**src/rtl/ubbka_stream_accumulator.sv**
```systemverilog
// Frame accumulator: sums BEAT_COUNT streamed 19-bit operands through one
// Brent-Kung adder and hands the frame sum plus a sticky carry flag downstream.

module UBBKA_18_0_18_0 (
  input  logic [18:0] X,
  input  logic [18:0] Y,
  output logic [19:0] S
);

  logic [18:0] g;
  logic [18:0] p;
  logic [18:0] hp;

  always_comb begin
    // NOTE: every variable written here gets a value first, so no latch is inferred.
    hp = X ^ Y;
    g  = X & Y;
    p  = hp;
    // Up-sweep: build power-of-two group generate/propagate spans.
    for (int d = 1; d < 19; d = d * 2) begin
      for (int i = 0; i < 19; i++) begin
        if ((i >= d) && (((i + 1) % (2 * d)) == 0)) begin
          g[i] = g[i] | (p[i] & g[(i >= d) ? i - d : i]);
          p[i] = p[i] & p[(i >= d) ? i - d : i];
        end
      end
    end
    // Down-sweep: fill the remaining prefixes from the completed spans.
    for (int d = 8; d >= 1; d = d / 2) begin
      for (int i = 0; i < 19; i++) begin
        if ((i > d) && (((i + 1) % (2 * d)) == d)) begin
          g[i] = g[i] | (p[i] & g[(i >= d) ? i - d : i]);
          p[i] = p[i] & p[(i >= d) ? i - d : i];
        end
      end
    end
    S = {g[18], hp ^ {g[17:0], 1'b0}};
  end

endmodule

module ubbka_stream_accumulator #(
  parameter int unsigned BEAT_COUNT = 4,
  parameter bit          SATURATE   = 1'b0
) (
  input  logic        CLK,
  input  logic        RST_N,
  input  logic        IN_VALID,
  output logic        IN_READY,
  input  logic [18:0] IN_DATA,
  output logic        OUT_VALID,
  input  logic        OUT_READY,
  output logic [18:0] OUT_SUM,
  output logic        OUT_OVF
);

  typedef enum logic [1:0] {
    ST_RST,
    ST_ACC,
    ST_HOLD
  } state_t;

  localparam logic [7:0] LAST_BEAT = 8'(BEAT_COUNT - 1);

  state_t      state;
  state_t      state_nxt;
  logic [18:0] acc;
  logic [18:0] acc_nxt;
  logic        ovf;
  logic        ovf_nxt;
  logic [7:0]  cnt;
  logic [7:0]  cnt_nxt;
  logic [19:0] add_s;

  UBBKA_18_0_18_0 u_add (
    .X (acc),
    .Y (IN_DATA),
    .S (add_s)
  );

  always_comb begin
    state_nxt = state;
    acc_nxt   = acc;
    ovf_nxt   = ovf;
    cnt_nxt   = cnt;
    unique case (state)
      ST_RST: state_nxt = ST_ACC;
      ST_ACC: begin
        if (IN_VALID) begin
          ovf_nxt = ovf | add_s[19];
          acc_nxt = (SATURATE && add_s[19]) ? 19'h7FFFF : add_s[18:0];
          if (cnt == LAST_BEAT) begin
            cnt_nxt   = 8'd0;
            state_nxt = ST_HOLD;
          end else begin
            cnt_nxt = cnt + 8'd1;
          end
        end
      end
      ST_HOLD: begin
        if (OUT_READY) begin
          acc_nxt   = 19'd0;
          ovf_nxt   = 1'b0;
          state_nxt = ST_ACC;
        end
      end
      default: state_nxt = ST_RST;
    endcase
  end

  // Handshake outputs are flops loaded from the next state, so neither
  // depends combinationally on IN_VALID or OUT_READY.
  always_ff @(posedge CLK or negedge RST_N) begin
    if (!RST_N) begin
      state     <= ST_RST;
      acc       <= 19'd0;
      ovf       <= 1'b0;
      cnt       <= 8'd0;
      IN_READY  <= 1'b0;
      OUT_VALID <= 1'b0;
    end else begin
      // NOTE: non-blocking so every flop samples the pre-edge values.
      state     <= state_nxt;
      acc       <= acc_nxt;
      ovf       <= ovf_nxt;
      cnt       <= cnt_nxt;
      IN_READY  <= (state_nxt == ST_ACC);
      OUT_VALID <= (state_nxt == ST_HOLD);
    end
  end

  assign OUT_SUM = acc;
  assign OUT_OVF = ovf;

endmodule

```
**config.mk**
```make
export PLATFORM = sky130hd
export DESIGN_NAME = ubbka_stream_accumulator
export DESIGN_NICKNAME = d
export VERILOG_FILES = /design/src/rtl/ubbka_stream_accumulator.sv
export SDC_FILE = /design/constraint.sdc
export NUM_CORES = 1
export LEC_CHECK = 0
export ABC_AREA = 1
export CAP_MARGIN = 0
export CORE_ASPECT_RATIO = 2
export CORE_UTILIZATION = 40
export CTS_BUF_LIST = sky130_fd_sc_hd__clkbuf_2 sky130_fd_sc_hd__clkbuf_4 sky130_fd_sc_hd__clkbuf_8
export CTS_CLUSTER_DIAMETER = 100
export DETAILED_ROUTE_END_ITERATION = 7
export MAX_ROUTING_LAYER = met4
export PLACE_DENSITY_LB_ADDON = 0.05
export SLEW_MARGIN = 20
export SYNTH_ARGS = -nofsm -noshare
export SYNTH_HDL_FRONTEND = slang
export SYNTH_HIERARCHICAL = 1
export SYNTH_SLANG_ARGS = --single-unit
```
**constraint.sdc**
```tcl
create_clock -name CLK -period 2.6 [get_ports CLK]
set_input_delay 0.52 -clock CLK [delete_from_list [all_inputs] [get_ports CLK]]
set_output_delay 0.52 -clock CLK [all_outputs]
set_load 0.01 [all_outputs]
```
* Yosys cells after proc, flatten, opt, wreduce, memory -nomap -nowiden
Cells that the tools add are included.
** Operators by class
- Add/sub/neg operators :: 1
- Bitwise operators :: 76
- Mux-type cells :: 11
- Reduce and logical (&&, ||, !) cells :: 4
- Eq/ne operators :: 7
** Operator list (number)
- 1-bit AND :: 42
- 19-bit two-way mux :: 2
- 19-bit case mux with 2 select lines :: 1
- 19-bit bitwise XOR :: 2
- 1-bit OR :: 31
- 19-bit AND :: 1
- 8-bit by 1-bit adder with 8-bit output (second input constant) :: 1
- 8-bit by 2-bit == test with 1-bit output (second input constant) :: 1
- 8-bit two-way mux :: 1
- 2-bit two-way mux :: 3
- 2-bit case mux with 3 select lines :: 1
- 2-bit by 1-bit == test with 1-bit output (second input constant) :: 2
- 2-bit == test (second input constant) :: 2
- 2-bit inequality test (second input constant) :: 2
- 3-bit AND reduction :: 1
- 2-bit logical NOT :: 1
- 1-bit two-way mux :: 2
- 1-bit case mux with 2 select lines :: 1
- 2-bit AND reduction :: 1
- 2-bit nonzero test :: 1
** Word-level totals
- Output and inout port bits :: 22
- Register bits after elaboration :: 32
- Input port bits :: 23
- Logic and storage cells :: 105

* Depth between registers and ports, before layout
Gate-level depths: netlist of run 1.
- Depth in word-level cells :: 16
- Depth in mapped cells :: 13
- Mapped depth without buffers :: 13

* Cells and area by module
Netlist of run 1, hierarchy kept.
** Modules (own cells, without submodules)
- ubbka_stream_accumulator :: seq. area each 800.8 um^2, area an instance 1401.3 um^2, times used 1, cells each 166
- UBBKA_18_0_18_0 :: seq. area each 0.0 um^2, area an instance 847.1 um^2, times used 1, cells each 109

* Worst setup path after synthesis of run 1
No wires, ideal clock.
- Kind :: input to register
- From :: input port IN_DATA[0]
- To :: register acc[13], in the netlist OUT_SUM[13]
- Stages on the path :: 12
- Path slack :: 375 ps
- Data required time :: 2474 ps
- Buffers on the path :: 0
- Data arrival time :: 2100 ps
- Library setup time :: 126 ps
- Cells stage by stage :: ha_1 > fa_1 > nand2_1 > nand2_1 > nand3_2 > nand2_4 > nand2_2 > nand2_2 > fa_1 > xor2_1 > nand2_1 > o21ai_0
** On the way
- Word-level cells in the longest chain between the ends :: 14
** Ends and longest elaborated chain
- start, declared :: RTL line 50 : input logic [18:0] IN_DATA,
- 19-bit AND :: RTL line 17 : g = X & Y;
- 1-bit AND :: RTL line 23 : g[i] = g[i] | (p[i] & g[(i >= d) ? i - d : i]);
- 1-bit OR :: RTL line 23
- 1-bit AND :: RTL line 23
- 1-bit OR :: RTL line 23
- 1-bit AND :: RTL line 23
- 1-bit OR :: RTL line 23
- 1-bit AND :: RTL line 32 : g[i] = g[i] | (p[i] & g[(i >= d) ? i - d : i]);
- 1-bit OR :: RTL line 32
- 1-bit AND :: RTL line 32
- 1-bit OR :: RTL line 32
- 19-bit bitwise XOR :: RTL line 37 : S = {g[18], hp ^ {g[17:0], 1'b0}};
- via add_s[13] :: RTL line 73 : logic [19:0] add_s;
- 19-bit two-way mux :: RTL line 89 : if (IN_VALID) begin
- 19-bit case mux with 2 select lines :: RTL line 86 : unique case (state)
- end signal, assigned :: RTL line 124 : acc <= acc_nxt;
- end, declared :: RTL line 67 : logic [18:0] acc;
The timed path passes the listed nets, and every way through them passes these cells. The select of a mux whose other input is x is not followed.
A chain may end at the register's enable or synchronous reset.

* Final worst setup path of run 1
- From :: input port IN_DATA[0]
- To :: register acc[18], in the netlist OUT_SUM[18]
** On the way
- Word-level cells in the longest chain between the ends :: 14
** Ends and longest elaborated chain (RTL line)
- 19-bit AND :: 17
- 1-bit AND :: 23
- 1-bit OR :: 23
- 1-bit AND :: 23
- 1-bit OR :: 23
- 1-bit AND :: 23
- 1-bit OR :: 23
- 1-bit AND :: 23
- 1-bit OR :: 23
- 1-bit AND :: 32
- 1-bit OR :: 32
- 19-bit bitwise XOR :: 37
- via add_s[18] :: 73
- 19-bit two-way mux :: 89
- 19-bit case mux with 2 select lines :: 86
The timed path passes the listed nets, and every way through them passes these cells. The select of a mux whose other input is x is not followed.

==> results.ini, run 1 <==
[route]
dr_wl_met3_um = 165
ant_nets = 0
routed_wl_mm = 4.68
wl_per_cell_um = 11.8
drt-met1-wl_mm = 1.82
route.met2.wl_mm = 2.57
top_layer_used = met4
firstDrtPassIters = 4
drcViolationCount = 0
avgViaCountPerCell = 4.72
drtIter0Drc = 28
vias = 1872

[setup_path]
crit_fanout = 4
path_delay_family = adder cells
crit_path_frequent_cell = nand2_1
timing.rr.start = OUT_SUM[0]
worstPathArrival_ps = 2650
worstSetupStartpointType = primary input
crit_buf_inv = 2
crit_start = IN_DATA[0]
required_ps = 2820
max_stage_delay_ps = 410
slowest_stage = fa_1
crit_type = in -> reg
crit_chain = clkdlybuf4s50_1 -> ha_1 -> fa_2 -> nand2_1 -> nand2_1 -> nand3_2 -> nand2_4 -> nand2_2 -> nand2_2 -> a21oi_2 -> fa_1 -> inv_1 -> nand2_1 -> o21ai_1
end_kind = flop

[cts]
cts_buffer_depth = 2
clkTransAtPathRegs_ps = 70
cts_tree = done
htreeDepth = 2
clock_sink_count = 32
clock_latency_ps = 290
cts_made_buffers = 5
root_buffer = clkbuf_8

[synth]
ys_warn_count = 6
synth_edf_count = 0
synthArstFlopShare = 1.00
yosys.area_share.simple = 0.205
synthesis.nets = 326
yosys_register_bits = 32
syn-instance-count = 275
yosysUniqueCellTypes = 31
synth_top_flop_cell = dfrtp_1
synth_top_family_by_area = simple AND/OR/NAND/NOR gates
synthAdderAreaFrac = 0.189
synth.avg_cell_area_sq_um = 8.18
synth_area_sq_um = 2250
synth_compound_area_frac = 0.0957
synthMuxAreaShare = 0
synth-xor-area-share = 0.0351
yosysSeqAreaShare = 0.356

[floorplan]
die_w_um = 55.0
dieArea_sq_um = 5940
die_y_um = 108
initial_core_util = 0.415
fp.coreArea_sq_um = 5420
io_pins = 45
rows = 38

[global_routing]
grt_usage = 0.185
grt_start_max_net_pins = 33
grt_pass1_wl_mm = 7.76
grt_pass1_vias = 1832
grt-ovfl-total = 0
antenna_found_initial = 0

[sta]
holdWs_ps = 514
fin_crit_sh = 0.935
setup_viol = 0
slew_viol_final = 0
period_needed_ps = 2430
skew_ps = 6.95
report.final.hold_viol_count = 0
rsz0062_at_grt = no
tightest_slew_ps = 445
fin_ws_ps = 170
max_slew_margin = 0.703
max_freq_mhz = 412

[power_and_ir_drop]
irDropWorstVdd_mv = 0.706
power_density_nw_per_um2 = 1060
p_leak_nw = 1.53

[layout]
drive_gt1_frac = 0.125
seqCellArea_sq_um = 801
area_growth_pct = 31.3
fillers = 555
multi_input_area_sq_um = 1180
num-nets-final = 387
antenna_cells = 0

[place]
pre_cts_slack_ps = -197
dp.final_hpwl_mm = 3.66
routabilityCongestion = 0.779
port_buffers = 44

[job]
maxCapViolations = 0

[hold_path]
hold_start = cnt[1]
min_path_type = reg -> reg

[outcome]
status = complete, no violations

-- through the flow --
step           area [sq um]  setup TNS [ps]  power (W)  instances  utilization
6_report               2950               0    0.00314        397        0.545
4_1_cts                2950               0    0.00319        397        0.544
2_1_floorplan          2250               0    0.00199        275            -
5_1_grt                2950               0    0.00347        397        0.545
3_5_place_dp           2840           -1170    0.00268        389        0.524
3_3_place_gp           2840           -1060    0.00264        389        0.524
-- repair_timing --
| item | CTS | global route |
|---|---|---|
| buffers inserted | 0 | 0 |
| endpoints found under the setup margin | 0 | 3 |
| resized for setup | 0 | 2 |
| hold buffers | 0 | 0 |
-- where the power goes --
group | internal, W | switching [W] | leakage [nW] | total [W]
clock | 0.000295 | 0.000199 | 0.0586 | 0.000494
sequential | 0.000695 | 0.000203 | 0.377 | 0.000898
combinational | 0.000878 | 0.000869 | 1.09 | 0.00175
total | 0.00187 | 0.00127 | 1.53 | 0.00314
-- cell usage after synthesis, types with 2 or more instances --
cell | number | share of area
fa_1 | 10 | 0.089
inv_2 | 3 | 0.0050
ha_1 | 18 | 0.10
xnor2_1 | 5 | 0.019
buf_4 | 3 | 0.010
nand3_1 | 7 | 0.016
o21ai_0 | 20 | 0.045
xor2_1 | 4 | 0.016
o21ai_1 | 2 | 0.0045
nand2_1 | 69 | 0.12
nor2_1 | 12 | 0.020
dfrtp_1 | 32 | 0.36
inv_1 | 61 | 0.10
a21oi_4 | 2 | 0.014
nand2_2 | 5 | 0.014
a21oi_1 | 5 | 0.011
nand3_2 | 2 | 0.0089
a21oi_2 | 2 | 0.0078
-- registers in the layout (all words and copies together) (netlist names) --
| name | count |
|---|---|
| IN_READY | 1 |
| OUT_OVF | 1 |
| OUT_VALID | 1 |
| cnt | 8 |
| state | 2 |
| OUT_SUM | 19 |
-- worst paths after layout --
| path | slack, ps | cells past startpoint | end |
|---|---|---|---|
| min reg2reg | 510 | 2 | cnt[1] |
| max | 170 | 14 | OUT_SUM[18] |
| min | 510 | 2 | cnt[1] |
| max reg2reg | 380 | 13 | OUT_SUM[18] |
| max in group asynchronous | 1640 | 2 | OUT_SUM[18] |
| min in group asynchronous | 620 | 2 | OUT_SUM[6] |
-- cells in the final DEF (no fill, tap or decap), types with 3 or more instances in the layout --
cell type         n
a21oi_1           5
buf_4            13
clkbuf_8          5
clkdlybuf4s50_1  44
dfrtp_1          32
fa_1              9
ha_1             18
inv_1            61
inv_2             3
nand2_1          69
nand2_2           5
nand3_1           7
nor2_1           12
o21ai_0          19
o21ai_1           3
xnor2_1           5
xor2_1            4
-- worst min-delay path, cell delays in order (launching register included) --
cell and delay, ps:
dfrtp_1 370, nand2_1 60, nand2_1 60
-- area by class of cell --
class / instances / share of cell area
Multi-Input combinational cell: 175 / 0.401
Sequential cell: 32 / 0.271
Timing Repair Buffer: 57 / 0.182
Inverter: 65 / 0.0826
Clock buffer: 6 / 0.0258
Tap cell: 60 / 0.0254
Clock inverter: 2 / 0.0119
-- kinds of logic after synthesis --
| family | after synthesis |
|---|---|
| adder cells (fa/ha/maj) | 28 |
| XOR/XNOR | 9 |
| AND/OR/NAND/NOR | 103 |
| flip-flops | 32 |
| AO/OA/AOI/OAI | 35 |
| buffers and inverters | 68 |
-- layer usage --
| layer | vias to the layer above | global-route usage |
|---|---|---|
| li1 | 950 | - |
| met1 | 879 | 0.193 |
| met2 | 33 | 0.316 |
| met3 | 10 | 0.0352 |
| met4 | 0 | 0.0875 |
| met5 | - | - |
(Power assumes the default switching activity.)
==> inputs of run 2 (changes only) <==
==> constraint.sdc (replaced) <==
create_clock -name CLK -period 2.6 [get_ports CLK]
set_input_delay 0.26 -clock CLK [delete_from_list [all_inputs] [get_ports CLK]]
set_output_delay 0.26 -clock CLK [all_outputs]
set_load 0.01 [all_outputs]
==> run 2 against run 1 <==
Clock skew rose by 4.7 ps. Die area did not move. Sequential share of layout area rose by 1.1 points. Cell count fell by 3.0%. Largest cell class unchanged. Setup slack improved by 140 ps. Count of clock-buffer cells in the layout did not move.
==> results.ini, run 2 (synthesized netlist as in run 1, its figures left out) <==
[outcome]
status = complete, no violations

[sta]
fin_crit_sh = 0.881
fin_tns_setup_ps = 0
max_slew_margin = 0.681
slew_viol_final = 0
rsz0062_at_grt = no
period_needed_ps = 2290
max_freq_mhz = 437
skew_ps = 11.7
setup_viol = 0
tightest_slew_ps = 477
report.final.hold_viol_count = 0

[layout]
antenna_cells = 0
area_growth_pct = 26.2
fillers = 557
layout_commonest_cell = nand2_1
drive_gt1_frac = 0.0892
design_area_sq_um = 2840
num-nets-final = 376
largest_register_ffs = 19
final_cell_mix = nand2_1, inv_1, clkdlybuf4s50_1

[place]
port_buffers = 44
dp.final_hpwl_mm = 3.56
routabilityCongestion = 0.772
place_area_sq_um = 2760

[floorplan]
die_y_um = 108
io_pins = 45
die_w_um = 55.0
dieArea_sq_um = 5940
fp.coreArea_sq_um = 5420
rows = 38
initial_core_util = 0.415

[setup_path]
timing.rr.start = OUT_SUM[0]
setup.worst_path.end = OUT_SUM[18]
slowest_stage = fa_1
required_ps = 2800
crit_start = OUT_SUM[0]
cp.depth = 13
worstPathArrival_ps = 2490
worstSetupStartpointType = flop
crit_path_frequent_cell = nand2_1
crit_fanout = 4
path_delay_family = adder cells
crit_type = reg -> reg
crit_buf_inv = 1
r2r_slack_ps = 310
reg2reg_to = OUT_SUM[18]
crit_chain = ha_1 -> fa_1 -> nand2_1 -> nand2_1 -> nand3_2 -> nand2_4 -> nand2_2 -> nand2_2 -> a21oi_2 -> fa_1 -> inv_1 -> nand2_1 -> o21ai_0
end_kind = flop
worstRegToRegCells = 13
max_stage_delay_ps = 420

[power_and_ir_drop]
clockPowerShare = 0.131
p_comb_frac = 0.561
internal-power_w = 0.00168
switchingPower_w = 0.00123
switching_share = 0.423
irDropWorstVdd_mv = 0.583
p_leak_nw = 1.46
power_density_nw_per_um2 = 1030
p_seq_frac = 0.309
power.total_w = 0.00292

[cts]
ctsResizeCount = 0
root_buffer = clkbuf_8
post_cts_buffers = 0
postCtsHoldBufs = 0
clock_sink_count = 32
cts_tree = done
clock_latency_ps = 290
cts_made_buffers = 5
clkTransAtPathRegs_ps = 80
cts_buffer_depth = 2
htreeDepth = 2

[global_routing]
grt_pass1_wl_mm = 7.61
grt_usage = 0.181
grt_start_max_net_pins = 33
antenna_found_initial = 0
grt_pass1_vias = 1801
grt-ovfl-total = 0

[route]
ant_nets = 0
drtIter0Drc = 26
avgViaCountPerCell = 4.67
drcViolationCount = 0
wl_per_cell_um = 12.2
firstDrtPassIters = 4
routed_wl_mm = 4.71
vias = 1799

[job]
maxCapViolations = 0

[hold_path]
min_path_type = in -> async

## run 2: changes by cell type in the layout (fill, tap and decap cells not counted), sizes merged
cell,change
buf,-11
bufinv,-1
## run 2: layer usage
layer  GRT usage  vias up  wire [um]
li1            -      925          -
met1       0.179      841       1850
met2       0.329       26       2640
met3      0.0338        7        140
met4      0.0643        0         78
met5           -        -          0
## run 2: area by class of cell
class / count / area [sq um] / share of cell area
clock inverter: 1 / 5.00 / 0.00176
tap: 60 / 75.1 / 0.0265
clock buffer: 6 / 76.3 / 0.0269
multi-input combinational: 175 / 1180 / 0.416
timing repair buffer: 46 / 455 / 0.160
inverter: 65 / 244 / 0.0860
sequential: 32 / 801 / 0.282
## run 2: power groups by stage
stage | logic, W | registers [W] | clock network (W)
floorplan | 0.00105 | 0.000938 | 0
global placement | 0.00164 | 0.000906 | 0
detailed placement | 0.00167 | 0.000912 | 0
CTS | 0.00167 | 0.000905 | 0.000395
global route | 0.00188 | 0.000939 | 0.000414
finish | 0.00164 | 0.000901 | 0.000381
## run 2: metrics by stage
| step | util | instances | hold WS (ps) | setup WS [ps] |
|---|---|---|---|---|
| 4_1_cts | 0.524 | 385 | 396 | 297 |
| 6_report | 0.524 | 385 | 368 | 309 |
| 5_1_grt | 0.524 | 385 | 420 | 156 |
| 3_3_place_gp | 0.509 | 378 | 491 | 71.3 |
| 3_5_place_dp | 0.509 | 378 | 510 | 42.8 |
| 2_1_floorplan | - | 275 | -35.6 | 442 |
## run 2: how the worst min path moves through the flow
stage | startpoint | to | slack (ps) | cells after the start
CTS | RST_N | OUT_SUM[6] | 400 | 2
global route | RST_N | OUT_SUM[6] | 420 | 2
floorplan | RST_N | IN_READY | -40 | 0
global placement | cnt[1] | cnt[1] | 490 | 2
detailed placement | cnt[1] | cnt[1] | 510 | 2
finish | RST_N | OUT_SUM[6] | 370 | 2
==> inputs of run 3 (changes only) <==
==> constraint.sdc (replaced) <==
create_clock -name CLK -period 2.5 [get_ports CLK]
set_input_delay 0.25 -clock CLK [delete_from_list [all_inputs] [get_ports CLK]]
set_output_delay 0.25 -clock CLK [all_outputs]
set_load 0.01 [all_outputs]
==> run 3 against run 2 <==
Maximum frequency grew 0.69%. Via count up 0.22%. Largest power group unchanged. Setup slack got worse by 84 ps. Die area stayed put. Cell area grew 0.26%. Cell count is 0.26% higher. First-iteration DRC count up 31%. Sequential power increased by 4.1%. Worst hold slack gained 19 ps. Total power increased by 4.3%. Critical endpoint unchanged. Critical path type unchanged. Critical path depth is the same. Register-to-register slack worse by 80 ps.
==> results.ini, run 3 (synthesized netlist as in run 1, its figures left out) <==
[sta]
tightest_slew_ps = 446
skew_ps = 9.41
fin_tns_setup_ps = 0
rsz0062_at_grt = no
setup_viol = 0
fin_crit_sh = 0.910
holdWs_ps = 387
max_slew_margin = 0.703
report.final.hold_viol_count = 0
period_needed_ps = 2270
max_freq_mhz = 440
slew_viol_final = 0

[place]
dp.final_hpwl_mm = 3.61
dp.cells = 379
routabilityCongestion = 0.761
place_area_sq_um = 2760
port_buffers = 44

[layout]
antenna_cells = 0
design_area_sq_um = 2850
num-nets-final = 377
drive_gt1_frac = 0.0920
finalNonFillerCells = 386
final_cell_mix = nand2_1, inv_1, clkdlybuf4s50_1
seqCellArea_sq_um = 801
largest_register_ffs = 19
multi_input_area_sq_um = 1180
fillers = 556
layout_commonest_cell = nand2_1
area_growth_pct = 26.5
final_util = 0.525

[cts]
htreeDepth = 2
clock_sink_count = 32
root_buffer = clkbuf_8
cts_made_buffers = 5
clock_latency_ps = 280
post_cts_buffers = 0
cts_tree = done
postCtsHoldBufs = 0
ctsResizeCount = 0
cts_buffer_depth = 2
clkTransAtPathRegs_ps = 70

[job]
maxCapViolations = 0

[route]
ant_nets = 0
drtIter0Drc = 34
routed_wl_mm = 4.73
drcViolationCount = 0
wl_per_cell_um = 12.3
avgViaCountPerCell = 4.67
firstDrtPassIters = 4
vias = 1803

[setup_path]
timing.rr.start = OUT_SUM[0]
required_ps = 2700
worstSetupStartpointType = flop
r2r_slack_ps = 230
crit_type = reg -> reg
worstPathArrival_ps = 2480
crit_fanout = 4
worstRegToRegCells = 13
reg2reg_to = OUT_SUM[18]
end_kind = flop

[global_routing]
grt.met2_usage = 0.343
grt_usage = 0.188
grt-ovfl-total = 0
use_met3 = 0.0380
grt_start_max_net_pins = 33
grt_pass1_wl_mm = 7.87
gr-usage-met1 = 0.183
grt_pass1_vias = 1881
antenna_found_initial = 0
busiest_layer = met2

[floorplan]
die_y_um = 108
rows = 38
fp.coreArea_sq_um = 5420
dieArea_sq_um = 5940
io_pins = 45
die_w_um = 55.0
initial_core_util = 0.415

[outcome]
status = complete, no violations

[hold_path]
min_path_type = in -> async

[power_and_ir_drop]
irDropWorstVdd_mv = 0.605
power_density_nw_per_um2 = 1070
p_leak_nw = 1.47

==> run 3: power by group <==
group          leakage [nW]  total, W  internal, W  switching, W
combinational          1.04   0.00172     0.000833      0.000885
clock                0.0445  0.000388     0.000200      0.000187
sequential            0.377  0.000938     0.000723      0.000215
total                  1.47   0.00304      0.00176       0.00129
==> run 3: worst max-delay path, stage by stage, from the launching register on <==
cell and delay, ps:
dfrtp_1 410, ha_1 220, fa_1 380, nand2_1 70, nand2_1 80, nand3_2 100
nand2_4 70, nand2_2 60, nand2_2 60, a21oi_2 130, fa_1 420, inv_1 60
nand2_1 40, o21ai_0 80
==> run 3: layout make-up <==
type	count	area share
multi-input cells	175	0.415
flip-flops and latches	32	0.281
repair buffers	47	0.163
inverters	65	0.0858
clock buffers	6	0.0268
well taps	60	0.0264
clock inverters	1	0.00176
==> run 3: stage by stage <==
step	total power [W]	worst slack [ps]
global route	0.00339	69.5
finish	0.00304	225
CTS	0.00310	203
floorplan	0.00207	342
global placement	0.00265	0.433
detailed placement	0.00269	-14.2
==> run 3: how the worst max path moves through the flow <==
stage | cells past startpoint | endpoint | slack [ps] | startpoint
final | 13 | OUT_SUM[18] | 230 | OUT_SUM[0]
after global routing | 13 | OUT_SUM[18] | 70 | OUT_SUM[0]
after CTS | 12 | OUT_SUM[13] | 200 | OUT_SUM[0]
after detailed placement | 13 | OUT_SUM[13] | -10 | IN_DATA[0]
after global placement | 14 | OUT_SUM[14] | 0.4 | IN_DATA[0]
after floorplan | 12 | OUT_SUM[13] | 340 | OUT_SUM[0]
==> run 3: routing by layer <==
layer,wire (um),share of wire
met1,1860,0.39
met2,2660,0.56
met3,155,0.033
met4,55,0.012
met5,0,0
==> edit 1, RTL diff (config.mk and constraints of run 1) <==
Make the reset (`RST_N`) synchronous in one clocked block.
--- a/src/rtl/ubbka_stream_accumulator.sv
+++ b/src/rtl/ubbka_stream_accumulator.sv
@@ -111,5 +111,5 @@
   // Handshake outputs are flops loaded from the next state, so neither
   // depends combinationally on IN_VALID or OUT_READY.
-  always_ff @(posedge CLK or negedge RST_N) begin
+  always_ff @(posedge CLK) begin
     if (!RST_N) begin
       state     <= ST_RST;
Formal check against the unedited RTL: differs if RST_N is asserted again (counterexample within 4 cycles, from zero or initial values and one cycle with RST_N low); with RST_N held inactive, the same outputs for 10 cycles.
==> edit 1 against run 1 <==
Sequential cell count stayed put. Critical endpoint is now OUT_SUM[18]. Worst setup slack worse by 0.053 ns. Routed wire length is 0.26% lower. Non-clock buffer count is 2 lower. Count of clock-buffer cells in the layout stayed put. Area after synthesis is 1.5% lower. Cell area is 2.4% lower.
Power is not compared: it rests on default switching activity, and its combinational part moved more than twofold at a synthesized area within 25%.
==> edit 1: results (changes against run 1) <==
[synth]
postSynthAreaPerCell_um2=8.08  ; -1.1%
async_flop_share_pct=0  ; -100 points
synth_nets=325  ; -0.31%
yosys-top-cells-count=nand2_1 (66), inv_1 (39), dfxtp_1 (32)
synth_compound_area_share_pct=12.5  ; +2.9 points
synth-seq-area-share_pct=28.9  ; -6.7 points
synth_xor_area_share_pct=4.35  ; +0.84 points
yosysUniqueCellTypes=32  ; +3.2%
synthCells=274  ; -0.36%
synthTopCellsByArea=dfxtp_1 (29%), nand2_1 (11%), ha_1 (10%), fa_1 (9.0%), inv_1 (6.6%)
synth-adder-area-share_pct=19.2  ; +0.29 points

[outcome]
status=finished, final reports clean

[place]
dp_hpwl_um=3510  ; -4.1%
place_ws_ns=-0.268  ; -0.0710 ns
post_dp_cell_area_um2=2750  ; -3.0%
gp_congestion=0.749  ; -3.9%
dp.cells=383  ; -1.5%

[cells_and_area]
multi_input_cells=191  ; +9.1%
inverters=46  ; -29%
n_fill_cell=531  ; -4.3%
largest_reg_flops=19  ; unchanged
n_clock_buffer=6  ; unchanged
ff_latch_area_um2=641  ; -20%
multiInputGateArea_um2=1350  ; +14%
stdcell_count=392  ; -1.3%
signal_buffers=55  ; -3.5%
clockNetworkAreaShare_pct=3.86  ; +0.093 points
drive_gt1_share_pct=21.4  ; +8.9 points
final_area_um2=2880  ; -2.4%
bufAreaShareNonClock_pct=18.2  ; -0.070 points

[detailed_routing]
wl_per_cell_um=11.9  ; +1.0%
drt_iter0_drc=35  ; +25%
avgViaCountPerCell=4.80  ; +1.8%

[global_routing]
first_global_vias=1810  ; -1.2%
grt_pass1_wl_um=7640  ; -1.6%
grt_max_degree=26  ; -21%
grt.total_usage_pct=18.5  ; +0.037 points

[setup_path]
cpMaxStageDelayCell=clkdlybuf4s50_1
crit_arrival_ns=2.70  ; +0.05 ns
r2r-start=OUT_SUM[0]

[worst_hold_path]
hp-start=OUT_OVF

[power_and_ir_drop]
finalPower_mw=1.39

[clock_tree]
root_buffer=clkbuf_8
clkTransAtPathRegs_ns=0.08
insertion_delay_ns=0.29  ; about the same

[timing]
finalClockSkew_ns=0.00964  ; +0.00269 ns
relSlewSlack_pct=58.8  ; -12 points

[edit 1: cell types whose count changed after synthesis, sizes merged, moves of 2 or more]
| cell | delta |
|---|---|
| nor2 | +3 |
| a31oi | +2 |
| buf | +2 |
| xnor2 | +2 |
| a21oi | +21 |
| o21ai | -21 |
| dfrtp | -32 |
| dfxtp | +32 |
| nand2 | +9 |
| inv | -19 |
[edit 1: path summary, 6_finish.rpt]
path	to	slack, ns	depth (start not counted)
worst max-delay path	OUT_SUM[18]	0.12	14
worst min-delay path	OUT_OVF	0.46	2
worst max register to register	OUT_SUM[18]	0.42	13
worst min register to register	OUT_OVF	0.46	2
[edit 1: routing by layer]
layer | up-vias | share of wire (%) | global-route usage [%]
li1 | 961 | - | -
met1 | 884 | 39 | 18.4
met5 | - | 0 | -
met2 | 31 | 56 | 33.6
met3 | 6 | 2.7 | 2.55
met4 | 0 | 1.6 | 7.51
==> edit 2, RTL diff (config.mk and constraints of run 1) <==
Without the edit above. The parameter `SATURATE` goes from 1'b0 to 1'b1.
--- a/src/rtl/ubbka_stream_accumulator.sv
+++ b/src/rtl/ubbka_stream_accumulator.sv
@@ -42,5 +42,5 @@
 module ubbka_stream_accumulator #(
   parameter int unsigned BEAT_COUNT = 4,
-  parameter bit          SATURATE   = 1'b0
+  parameter bit          SATURATE   = 1'b1
 ) (
   input  logic        CLK,
Behaviour: not the same (Yosys sat finds a counterexample within 4 cycles, from zero or initial values and one cycle with RST_N low).
==> edit 2 against run 1 <==
Cell area is 10% higher. Critical path depth decreased by 2. Sequential share of layout area down 2.6 points. Routed wire length is 14% higher. Total power increased by 18%. Count of clock-buffer cells in the layout grew 1. Sequential cell count is the same. Area after synthesis rose by 4.1%. Worst setup slack worse by 0.055 ns. Clock skew decreased by 0.0036 ns. Critical endpoint unchanged. Highest routed layer unchanged.
==> edit 2: results (changes against run 1) <==
[outcome]
status=finished, final reports clean

[setup_path]
critPathMaxStageDelay_ns=0.52  ; +0.11 ns
r2r-end=OUT_SUM[5]
path_max_fanout=3  ; -1
crit_arrival_ns=2.62  ; -0.03 ns
crit_start=IN_DATA[13]
rr_worst_depth=14  ; +1
cpMaxStageDelayCell=fa_2
reg2reg_slack_ns=0.23  ; -0.15 ns

[global_routing]
grt_pass1_wl_um=9020  ; +16%
grt.total_usage_pct=19.3  ; +0.83 points
first_global_vias=1985  ; +8.4%

[worst_hold_path]
min_to=OUT_OVF
hp-start=OUT_OVF

[power_and_ir_drop]
vdd_ir_drop_max_mv=0.625  ; -11%
p_leak_nw=1.60  ; +4.7%

[floorplan]
n_tap_cell=61  ; +1.7%

[timing]
relSlewSlack_pct=24.9  ; -45 points
postLayoutSetupSlackWorst_ns=0.115  ; -0.0554 ns
hold_ws_ns=0.525  ; +0.0116 ns
finalClockSkew_ns=0.00339  ; -0.00356 ns

[place]
post_dp_cell_area_um2=2970  ; +4.5%
gp_congestion=0.811  ; +4.1%
dp_hpwl_um=3940  ; +7.7%
dp.cells=396  ; +1.8%
place_ws_ns=-0.333  ; -0.136 ns

[cells_and_area]
clockNetworkAreaShare_pct=2.96  ; -0.82 points
bufAreaShareNonClock_pct=19.3  ; +1.1 points
drive_gt1_share_pct=26.2  ; +14 points
signal_buffers=64  ; +12%
final_area_um2=3260  ; +10%
stdcell_count=404  ; +1.8%

[detailed_routing]
wl_per_cell_um=13.2  ; +12%
vias=1914  ; +2.2%
drt_iter0_drc=59  ; +110%

[synth]
yosys-top-cells-count=inv_1 (60), nand2_1 (50), dfrtp_1 (32)
synth-seq-area-share_pct=34.2  ; -1.4 points
synth_nets=328  ; +0.61%
synthCells=277  ; +0.73%
synthTopCellsByArea=dfrtp_1 (34%), ha_1 (9.6%), inv_1 (9.6%), fa_1 (8.6%), nand2_1 (8.0%)

[clock_tree]
cts_resized=6  ; +6

-- edit 2: cell types whose count changed after synthesis, moves of 2 or more --
cell / change
nand2_1: -19
clkbuf_1: +2
buf_4: -3
o21ai_2: +10
o21ai_0: +10
buf_6: +2
-- edit 2: worst register-to-register path, stage by stage (launching register included) --
cell,delay (ns)
dfrtp_1,0.41
ha_2,0.20
fa_2,0.36
nand2_2,0.08
nand2_2,0.06
nand3_2,0.09
nand2_4,0.07
nand2_2,0.06
nand2_2,0.07
a21oi_2,0.17
fa_2,0.24
inv_4,0.06
clkbuf_16,0.16
o21ai_4,0.14
o21ai_2,0.06
-- edit 2: power by group --
group / switching [mW] / internal, mW / leakage (nW)
logic: 1.17 / 1.19 / 1.18
clock network: 0.182 / 0.236 / 0.0503
registers: 0.245 / 0.693 / 0.364
total: 1.59 / 2.11 / 1.60
-- edit 2: metal layers --
layer,part of all wire (%),track usage (%),vias up,wire (um)
met3,2.6,2.80,8,136
met1,39,20.7,891,2060
met4,2.1,7.67,0,112
met5,0,-,-,0
met2,57,35.5,26,3010
li1,-,-,989,-
-- edit 2: cells by family after synthesis --
| kind of cell | count (synthesis) | synth area share [%] |
|---|---|---|
| and+or+nand+nor | 84 | 16.9 |
| buffers and inverters | 70 | 12.5 |
| AOI/OAI and AO/OA | 54 | 14.9 |
| DFF | 32 | 34.2 |
| adders and majority gates | 28 | 18.2 |
| xor gates and xnor gates | 9 | 3.37 |
-- edit 2: worst max-delay path by stage --
stage | cells after the start | to
CTS | 15 | OUT_SUM[14]
global placement | 15 | OUT_SUM[8]
floorplan | 14 | OUT_SUM[10]
detailed placement | 15 | OUT_SUM[8]
global route | 14 | OUT_SUM[17]
finish | 12 | OUT_SUM[18]
